--- src/rtl/game_ctrl_if.sv ---
// Signal bundle between game_ctrl and its neighbours (debouncers, pipe logic, renderer).
interface game_ctrl_if;
   logic        frame_tick;
   logic        flap;
   logic        pause;
   logic        collide;
   logic        pipe_passed;
   logic [9:0]  bird_y;
   logic [1:0]  state;
   logic [15:0] score_bcd;
   logic        scroll_en;
   logic        dead;

   modport master (
      output frame_tick, flap, pause, collide, pipe_passed,
      input  bird_y, state, score_bcd, scroll_en, dead
   );

   modport slave (
      input  frame_tick, flap, pause, collide, pipe_passed,
      output bird_y, state, score_bcd, scroll_en, dead
   );
endinterface

--- src/rtl/game_ctrl.sv ---
// Flappy Bird game sequencer: IDLE/PLAY/PAUSE/DEAD FSM, bird vertical physics
// and saturating 4-digit BCD score.
module game_ctrl #(
   parameter int unsigned Y_START      = 240,
   parameter int unsigned Y_MAX        = 470,
   parameter int unsigned GRAVITY      = 1,
   parameter int unsigned FLAP_IMPULSE = 8,
   parameter int unsigned V_MAX        = 10
) (
   input logic        clk,
   input logic        clr_n,
   game_ctrl_if.slave gc
);

   localparam int unsigned YW = 10;
   localparam int unsigned VW = 8;
   localparam int unsigned SW = 16;

   localparam logic signed [VW-1:0] VEL_FLAP = VW'(-$signed(VW'(FLAP_IMPULSE)));
   localparam logic signed [VW:0]   VEL_MAX  = $signed((VW+1)'(V_MAX));
   localparam logic signed [VW:0]   VEL_GRAV = $signed((VW+1)'(GRAVITY));
   localparam logic signed [YW:0]   Y_FLOOR  = $signed((YW+1)'(Y_MAX));

   typedef enum logic [1:0] {
      ST_IDLE  = 2'd0,
      ST_PLAY  = 2'd1,
      ST_PAUSE = 2'd2,
      ST_DEAD  = 2'd3
   } state_e;

   state_e                state_q, state_d;
   logic [YW-1:0]         bird_y_q, bird_y_d;
   logic signed [VW-1:0]  vel_q, vel_d;
   logic [SW-1:0]         score_q, score_d;
   logic                  flap_pend_q, flap_pend_d;
   logic                  flap_q, pause_q;
   logic                  scroll_en_q, dead_q;

   logic                  flap_rise, pause_rise;
   logic signed [YW:0]    y_next;
   logic signed [VW:0]    v_inc;

   assign flap_rise  = gc.flap  & ~flap_q;
   assign pause_rise = gc.pause & ~pause_q;
   assign y_next     = $signed({1'b0, bird_y_q}) + (YW+1)'(vel_q);
   assign v_inc      = (VW+1)'(vel_q) + VEL_GRAV;

   // Saturating BCD increment with per-digit carry
   function automatic logic [SW-1:0] bcd_inc(input logic [SW-1:0] s);
      logic [SW-1:0] r;
      logic          carry;
      r     = s;
      carry = 1'b1;
      if (s != 16'h9999) begin
         for (int i = 0; i < 4; i++) begin
            if (carry) begin
               if (r[i*4 +: 4] == 4'd9) begin
                  r[i*4 +: 4] = 4'd0;
               end else begin
                  r[i*4 +: 4] = r[i*4 +: 4] + 4'd1;
                  carry       = 1'b0;
               end
            end
         end
      end
      return r;
   endfunction

   always_ff @(posedge clk or negedge clr_n) begin
      if (!clr_n) begin
         state_q     <= ST_IDLE;
         bird_y_q    <= YW'(Y_START);
         vel_q       <= '0;
         score_q     <= '0;
         flap_pend_q <= 1'b0;
         flap_q      <= 1'b1;
         pause_q     <= 1'b1;
         scroll_en_q <= 1'b0;
         dead_q      <= 1'b0;
      end else begin
         state_q     <= state_d;
         bird_y_q    <= bird_y_d;
         vel_q       <= vel_d;
         score_q     <= score_d;
         flap_pend_q <= flap_pend_d;
         flap_q      <= gc.flap;
         pause_q     <= gc.pause;
         scroll_en_q <= (state_d == ST_PLAY);
         dead_q      <= (state_d == ST_DEAD);
      end
   end

   always_comb begin
      state_d     = state_q;
      bird_y_d    = bird_y_q;
      vel_d       = vel_q;
      score_d     = score_q;
      flap_pend_d = flap_pend_q;

      unique case (state_q)
         ST_IDLE: begin
            bird_y_d = YW'(Y_START);
            vel_d    = '0;
            if (flap_rise) begin
               state_d     = ST_PLAY;
               score_d     = '0;
               flap_pend_d = 1'b1;
            end
         end

         ST_PLAY: begin
            if (flap_rise) flap_pend_d = 1'b1;
            if (gc.frame_tick) begin
               if (y_next[YW]) begin
                  bird_y_d = '0;
               end else if (y_next >= Y_FLOOR) begin
                  bird_y_d = YW'(Y_MAX);
                  state_d  = ST_DEAD;
               end else begin
                  bird_y_d = y_next[YW-1:0];
               end
               // A flap pressed on the tick cycle itself still takes effect
               if (flap_pend_q || flap_rise) begin
                  vel_d       = VEL_FLAP;
                  flap_pend_d = 1'b0;
               end else if (v_inc > VEL_MAX) begin
                  vel_d = VEL_MAX[VW-1:0];
               end else begin
                  vel_d = v_inc[VW-1:0];
               end
            end
            if (gc.pipe_passed) score_d = bcd_inc(score_q);
            if (gc.collide) begin
               state_d = ST_DEAD;
            end else if (pause_rise && (state_d != ST_DEAD)) begin
               state_d = ST_PAUSE;
            end
         end

         ST_PAUSE: begin
            flap_pend_d = 1'b0;
            if (pause_rise) state_d = ST_PLAY;
         end

         ST_DEAD: begin
            if (flap_rise) begin
               state_d     = ST_IDLE;
               bird_y_d    = YW'(Y_START);
               vel_d       = '0;
               flap_pend_d = 1'b0;
            end
         end

         default: state_d = ST_IDLE;
      endcase
   end

   assign gc.bird_y    = bird_y_q;
   assign gc.state     = state_q;
   assign gc.score_bcd = score_q;
   assign gc.scroll_en = scroll_en_q;
   assign gc.dead      = dead_q;

endmodule

--- src/flat_wrapper.sv ---
// flat-port wrapper written by rule: the top's interface ports become plain ports
module game_ctrl_flat 
#(
   parameter int unsigned Y_START      = 240,
   parameter int unsigned Y_MAX        = 470,
   parameter int unsigned GRAVITY      = 1,
   parameter int unsigned FLAP_IMPULSE = 8,
   parameter int unsigned V_MAX        = 10
)
  (clk, clr_n, gc_frame_tick, gc_flap, gc_pause, gc_collide, gc_pipe_passed, gc_bird_y, gc_state, gc_score_bcd, gc_scroll_en, gc_dead);
  game_ctrl_if gc_i ();
  input logic clk;
  input logic clr_n;
  input wire logic [$bits(gc_i.frame_tick)-1:0] gc_frame_tick;
  input wire logic [$bits(gc_i.flap)-1:0] gc_flap;
  input wire logic [$bits(gc_i.pause)-1:0] gc_pause;
  input wire logic [$bits(gc_i.collide)-1:0] gc_collide;
  input wire logic [$bits(gc_i.pipe_passed)-1:0] gc_pipe_passed;
  output wire logic [$bits(gc_i.bird_y)-1:0] gc_bird_y;
  output wire logic [$bits(gc_i.state)-1:0] gc_state;
  output wire logic [$bits(gc_i.score_bcd)-1:0] gc_score_bcd;
  output wire logic [$bits(gc_i.scroll_en)-1:0] gc_scroll_en;
  output wire logic [$bits(gc_i.dead)-1:0] gc_dead;
  assign gc_i.frame_tick = gc_frame_tick;
  assign gc_i.flap = gc_flap;
  assign gc_i.pause = gc_pause;
  assign gc_i.collide = gc_collide;
  assign gc_i.pipe_passed = gc_pipe_passed;
  assign gc_bird_y = gc_i.bird_y;
  assign gc_state = gc_i.state;
  assign gc_score_bcd = gc_i.score_bcd;
  assign gc_scroll_en = gc_i.scroll_en;
  assign gc_dead = gc_i.dead;
  game_ctrl #(.Y_START(Y_START), .Y_MAX(Y_MAX), .GRAVITY(GRAVITY), .FLAP_IMPULSE(FLAP_IMPULSE), .V_MAX(V_MAX)) u_core (.clk(clk), .clr_n(clr_n), .gc(gc_i));
endmodule
--- config.mk ---
export PLATFORM = sky130hd
export DESIGN_NAME = game_ctrl_flat
export DESIGN_NICKNAME = d
export VERILOG_FILES = /design/src/rtl/game_ctrl_if.sv /design/src/rtl/game_ctrl.sv /design/src/flat_wrapper.sv
export SDC_FILE = /design/constraint.sdc
export NUM_CORES = 1
export LEC_CHECK = 0
export ABC_AREA = 1
export BUFFER_PORTS_ARGS = -buffer_cell sky130_fd_sc_hd__buf_2
export CAP_MARGIN = 0
export CORE_ASPECT_RATIO = 1.2
export CORE_MARGIN = 2
export CORE_UTILIZATION = 50
export DETAILED_ROUTE_END_ITERATION = 6
export MAX_ROUTING_LAYER = met4
export PLACE_DENSITY = 0.74
export SYNTH_ARGS = -nofsm -noshare
export SYNTH_HDL_FRONTEND = slang
export SYNTH_SLANG_ARGS = --single-unit
export TNS_END_PERCENT = 100
--- constraint.sdc ---
create_clock -name clk -period 2.4 [get_ports clk]
set_clock_uncertainty 0.15 [all_clocks]
set_input_delay 0.36 -clock clk [delete_from_list [all_inputs] [get_ports clk]]
set_output_delay 0.36 -clock clk [all_outputs]
set_load 0.05 [all_outputs]
==> qor.csv, run 1 <==
metric,value,unit
portBuffers,36,
hold_viol,0,
dp_hpwl,4920,um
drv_cap,0,
grt_pass1_wl,10830,um
placed_area,3088,um^2
routed_wl,6360,um
core_area,5261,um^2
fin_setup_tns,0,ns
initial_utilization,0.5180,
cts-root-buf,clkbuf_8,
grt_pass1_vias,2530,
ant_nets,0,
synth_area_leaders,"dfrtp_1 (32%), nand2_1 (11%), ha_1 (9.2%)",
num_vias,2510,
rsz0062_at_grt,true,
async_flop_share,1.000,
worstPathArrival,2.44,ns
hold_path.class,in2reg,
cts_buffers,5,
path_clk_slew,0.08,ns
die_w,71.40,um
initialDrtViolationCount,104,
tightest_slew,0.5349,ns
die-area,6059,um^2
dr.pass1.iters,4,
cp.required,2.48,ns
postSynthCellCount,356,
crit_type,reg2reg,
drive_above_1_share,0.2723,
cts_buffer_depth,2,
clk_latency,0.29,ns
syn_area,2725,um^2
track_usage,0.2289,
fin_area,3361,um^2
finalCritPeriodShare,0.9826,
post-synth-top-area-fraction,0.3214,
synth_edf_count,0,
yosysSeqAreaShare,0.3792,
area_delta_synth_final,23.32,%
powerDensity,1443,nW/um^2
setup_viol,0,
gp_congestion,0.8800,
synth_seq_cells,41,
cp_max_fo,5,
min_period,2.358,ns
synthDistinctLibCells,33,
clock.fmax,424.1,MHz
syn_avg_cell_area,7.655,um^2
ioPinCount,37,
grt-ovfl-total,0,
ir_drop,765.1,uV
antenna_found_initial,0,
cts_tree,built,
status,"complete, no violations",
drc_errors,0,
synth_top_area_cell,dfrtp_1,
cp-end-kind,register,
syn-num-nets,384,
grt_max_degree,23,
die_y,84.87,um
relSlewSlack,0.6434,
wl_per_cell,13.33,um
yosysWarnings,0,
ys.flop_type,dfrtp_1,
critPathLaunchType,register,
p_leak,0.001784,uW
row_count,29,
htreeDepth,2,
cts.sinks,41,
slew_violations,0,
vias_per_cell,5.262,
diodes,0,
final_nets,442,
==> layout by cell type, fill, tap and decap left out, types with 2 or more instances in the layout <==
cell       n
a211oi_1   2
a21oi_1   21
a21oi_2    2
buf_2     36
buf_4     14
clkbuf_8   7
dfrtp_1   33
dfrtp_2    2
dfstp_2    6
ha_1      14
ha_4       6
inv_1     49
inv_2      4
mux2i_1    2
nand2_1   74
nand2_2   12
nand3_1   20
nand3_2    2
nand3b_1   2
nand4_1   10
nor2_1    29
nor2_2     5
nor2_4     6
nor3_1     6
o21ai_0   17
o21ai_1    3
o21ai_2    2
o21bai_1   3
o22ai_1    4
xor2_1     8
==> logic make-up (layout without fill, tap and decap cells) <==
group,after synthesis,after routing,share of synthesized area
muxes,2,2,0.007346
AOI/OAI and AO/OA,56,56,0.1157
DFF,41,41,0.3792
xor gates and xnor gates,10,10,0.03214
and+or+nand+nor,171,171,0.2897
buffers and inverters,55,114,0.07668
adders and majority gates,21,21,0.09917
==> repair_timing <==
| item | 4_1_cts | 5_1_grt |
|---|---|---|
| cloned | 0 | 0 |
| setup buffers | 0 | 4 |
| resized for setup | 3 | 24 |
| endpoints found under the setup margin | 3 | 13 |
| pin swaps | 1 | 9 |
| hold endpoints to repair | 19 | 0 |
| hold buffers | 1 | 0 |
==> cell usage after synthesis, drive strengths merged, types with 3 or more instances <==
cell,count
dfrtp,35
nand4,10
inv,54
nor2,40
nand3,23
nor3,6
a21oi,23
o21bai,3
xor2,9
o21ai,22
nand2,87
o22ai,4
dfstp,6
ha,20
==> stage by stage <==
stage / utilization / hold WS [ns] / std cells / setup slack (ns) / power [uW]
final: 0.6388 / 0.02629 / 477 / 0.04179 / 4850
after global routing: 0.6388 / 0.01559 / 477 / -0.08631 / 5273
after CTS: 0.6095 / 0.01857 / 473 / 0.02725 / 4610
after detailed placement: 0.5869 / 0.2252 / 464 / -0.06264 / 4080
after global placement: 0.5869 / 0.2190 / 464 / -0.06333 / 4031
after floorplan: - / -0.08559 / 356 / 0.003743 / 3291
==> final cells by class <==
class,instances,area [um^2]
Clock buffer,7,96.34
Clock inverter,1,5.005
Fill cell,441,1901
Inverter,54,205.2
Multi-Input combinational cell,260,1625
Sequential cell,41,1036
Tap cell,62,77.57
Timing Repair Buffer,52,315.3
==> worst max-delay path, stage by stage, from the launching register on <==
cell and delay, ns:
dfstp_2 0.54, ha_1 0.28, a21oi_2 0.22, nor2_1 0.06, nor2_1 0.14, nand2_1 0.08, nand2_1 0.06, nand2_1 0.07
nand3_1 0.10, nand2_2 0.08, buf_4 0.15, inv_1 0.09, nand4_1 0.12, a21oi_2 0.15
==> path summary, 6_finish.rpt <==
check,depth (start not counted),end,slack (ns),from
max reg2reg,13,u_core.gc.bird_y[5],0.04,u_core.gc.bird_y[4]
max,13,u_core.gc.bird_y[5],0.04,u_core.gc.bird_y[4]
max in group asynchronous,3,u_core.gc.bird_y[4],1.10,clr_n
min reg2reg,2,u_core.gc.bird_y[9],0.37,u_core.gc.bird_y[9]
min in group asynchronous,2,u_core.gc.score_bcd[7],0.43,clr_n
min,1,u_core.flap_q,0.03,gc_flap
==> state kept, by name, indices dropped and copies added (netlist names) <==
signal,flops
u_core.pause_q,1
u_core.gc.state,2
u_core.flap_pend_q,1
u_core.gc.scroll_en,1
u_core.gc.score_bcd,16
u_core.gc.bird_y,10
u_core.flap_q,1
u_core.vel_q,8
u_core.gc.dead,1
==> report_power, final <==
group,switching (uW),internal (uW)
Sequential,250,911
Clock,235,260
Combinational,2130,1060
Total,2620,2230
==> per-layer routing <==
metal / global-route usage / share of wire
met2: 0.3939 / 0.53
met1: 0.2691 / 0.42
met3: 0.03207 / 0.033
met5: - / 0
met4: 0.08748 / 0.021
(Power assumes the default switching activity.)
==> run 2, diff against run 1 <==
ABC_AREA = 0   (was 1)
PLACE_DENSITY = 0.73   (was 0.74)
SETUP_SLACK_MARGIN = 0.15   (was default)
==> run 2 against run 1 <==
Against the previous run: the run now ends with negative setup slack left; final area rose by 23%; area after synthesis is 8.1% higher; die area is 7.7% higher; hold slack lost 0.023 ns; core utilization is 8.8 points higher; via count rose by 17%; routed wire length rose by 26%; non-clock buffer count up 39; global-route usage rose by 2.9 points.
==> qor.csv, run 2 <==
metric,value,unit
top_usage_layer,met2,
finalWorstSetupSlack,-0.1547,ns
synth_edf_count,0,
synth_top_area_cell,dfrtp_1,
dp_hpwl,5704,um
drv_cap,0,
core_area,5668,um^2
drc_errors,0,
cts.sinks,41,
synth_common_cells,"dfrtp_1 (35), nand2_1 (32), a21oi_1 (27), o21ai_0 (27)",
grt_pass1_vias,2768,
htreeDepth,2,
ant_nets,0,
status,finished with violations,
post-synth-top-area-fraction,0.2974,
grt_max_degree,42,
grt_pass1_wl,12630,um
synth_area_leaders,"dfrtp_1 (30%), ha_1 (8.5%), dfstp_2 (5.4%)",
crit_start,u_core.vel_q[0],
cts_tree,built,
largest_reg_flops,16,
cp.required,2.45,ns
rsz0062_at_grt,true,
vias_per_cell,5.854,
synth.most_common_cell,dfrtp_1,
final_cell_mix,"buf_4 (45), buf_2 (36), nand2_1 (31)",
syn_area,2945,um^2
cp_max_fo,7,
tightest_slew,0.5183,ns
multi_input_area,2165,um^2
powerDensity,1397,nW/um^2
dr.pass1.iters,4,
fin_util,0.7267,
cts-root-buf,clkbuf_8,
path_clk_slew,0.08,ns
yosysSeqAreaShare,0.3509,
p_leak,0.001818,uW
hold-worst-slack,0.003566,ns
routed_wl,7989,um
ir_drop,845.0,uV
use_met2,0.4554,
cp-end-kind,register,
postSynthCellCount,335,
grt-ovfl-total,0,
synthDistinctLibCells,66,
setup_viol,7,
diodes,0,
drive_above_1_share,0.4214,
gp_congestion,0.8625,
initialDrtViolationCount,141,
min_period,2.555,ns
crit_type,reg2reg,
die_y,88.08,um
critPathLaunchType,register,
final_common_cell,buf_4,
num_vias,2927,
area_delta_synth_final,39.85,%
syn_avg_cell_area,8.792,um^2
ioPinCount,37,
num-fill-cells,413,
finalCritPeriodShare,1.064,
hold_path.class,in2reg,
holdPathEnd,u_core.pause_q,
ys.flop_type,dfrtp_1,
synth_seq_cells,41,
initial_utilization,0.5196,
die-area,6523,um^2
slew_violations,0,
clk_latency,0.30,ns
antenna_found_initial,0,
relSlewSlack,0.6544,
track_usage,0.2576,
syn-num-nets,363,
grt_util_met3,0.03452,
wl_per_cell,15.98,um
reg2reg_depth,8,
hold_start,gc_pause,
r2r_slack,-0.15,ns
cts_buffer_depth,2,
async_flop_share,1.000,
cts_buffers,5,
met1_usage,0.2913,
yosysWarnings,0,
failed_checks,negative setup slack,
final_nets,447,
whs_path_depth,1,
reg2reg_to,u_core.gc.dead,
portBuffers,36,
worstPathArrival,2.60,ns
die_w,74.07,um
r2r_start,u_core.vel_q[0],
regArea,1061,um^2
clock.fmax,391.4,MHz
row_count,30,
hold_viol,0,
-- run 2: cells by family (layout without fill, tap and decap cells) --
logic type | after synthesis | count (layout) | synth area share
compound gates | 125 | 125 | 0.2974
simple gates | 112 | 112 | 0.1958
flops | 41 | 41 | 0.3509
buf+inv | 27 | 112 | 0.03653
fa+ha+maj | 21 | 21 | 0.09176
xor+xnor | 8 | 8 | 0.02379
mux | 1 | 1 | 0.003823
-- run 2: per-layer routing --
layer  share of wire  up-vias
li1                -     1421
met1            0.42     1438
met2            0.53       53
met3           0.025       15
met4           0.027        0
met5               0        -
-- run 2: timing repair --
item,4_1_cts,5_1_grt
setup endpoints to repair,25,31
endpoints found under the hold margin,35,1
buffers inserted,6,3
hold buffers,1,1
pin swaps,27,20
resized for setup,30,36
-- run 2: metrics by stage --
stage	instance area, um^2	setup WS (ns)	power (uW)	setup TNS [ns]	cells
2_1_floorplan	3085	-0.1096	3433	-0.2192	335
3_3_place_gp	3622	-0.09646	4407	-0.2599	481
3_5_place_dp	3622	-0.1485	4489	-0.6617	481
4_1_cts	3951	-0.1217	5428	-0.5768	496
5_1_grt	4119	-0.2449	6149	-1.982	500
6_report	4119	-0.1547	5753	-0.6125	500
-- run 2: critical path, stage by stage (launching register included) --
cell	delay [ns]
dfrtp_2	0.43
ha_4	0.17
fa_2	0.37
a21oi_4	0.18
o21bai_1	0.09
xor2_1	0.19
a32oi_1	0.11
o41a_1	0.47
o31ai_2	0.30
-- run 2: area by class of cell --
class,instances,share of cell area
tap,80,0.02430
sequential,41,0.2576
clock buffer,7,0.02096
multi-input combinational,267,0.5255
inverter,13,0.01185
clock inverter,1,0.007290
timing repair buffer,91,0.1525
-- run 2: where the power goes --
part	switching, uW	internal (uW)	total, uW
Clock	249	339	589
Sequential	264	941	1200
Combinational	2300	1660	3960
Total	2810	2940	5750
-- run 2: worst max path at each step --
stage | to | slack, ns | depth (start not counted)
final | u_core.gc.dead | -0.15 | 8
after global routing | u_core.gc.dead | -0.24 | 8
after CTS | u_core.gc.bird_y[0] | -0.12 | 8
after detailed placement | u_core.gc.bird_y[5] | -0.15 | 10
after global placement | u_core.gc.bird_y[3] | -0.1 | 8
after floorplan | u_core.gc.bird_y[3] | -0.11 | 8
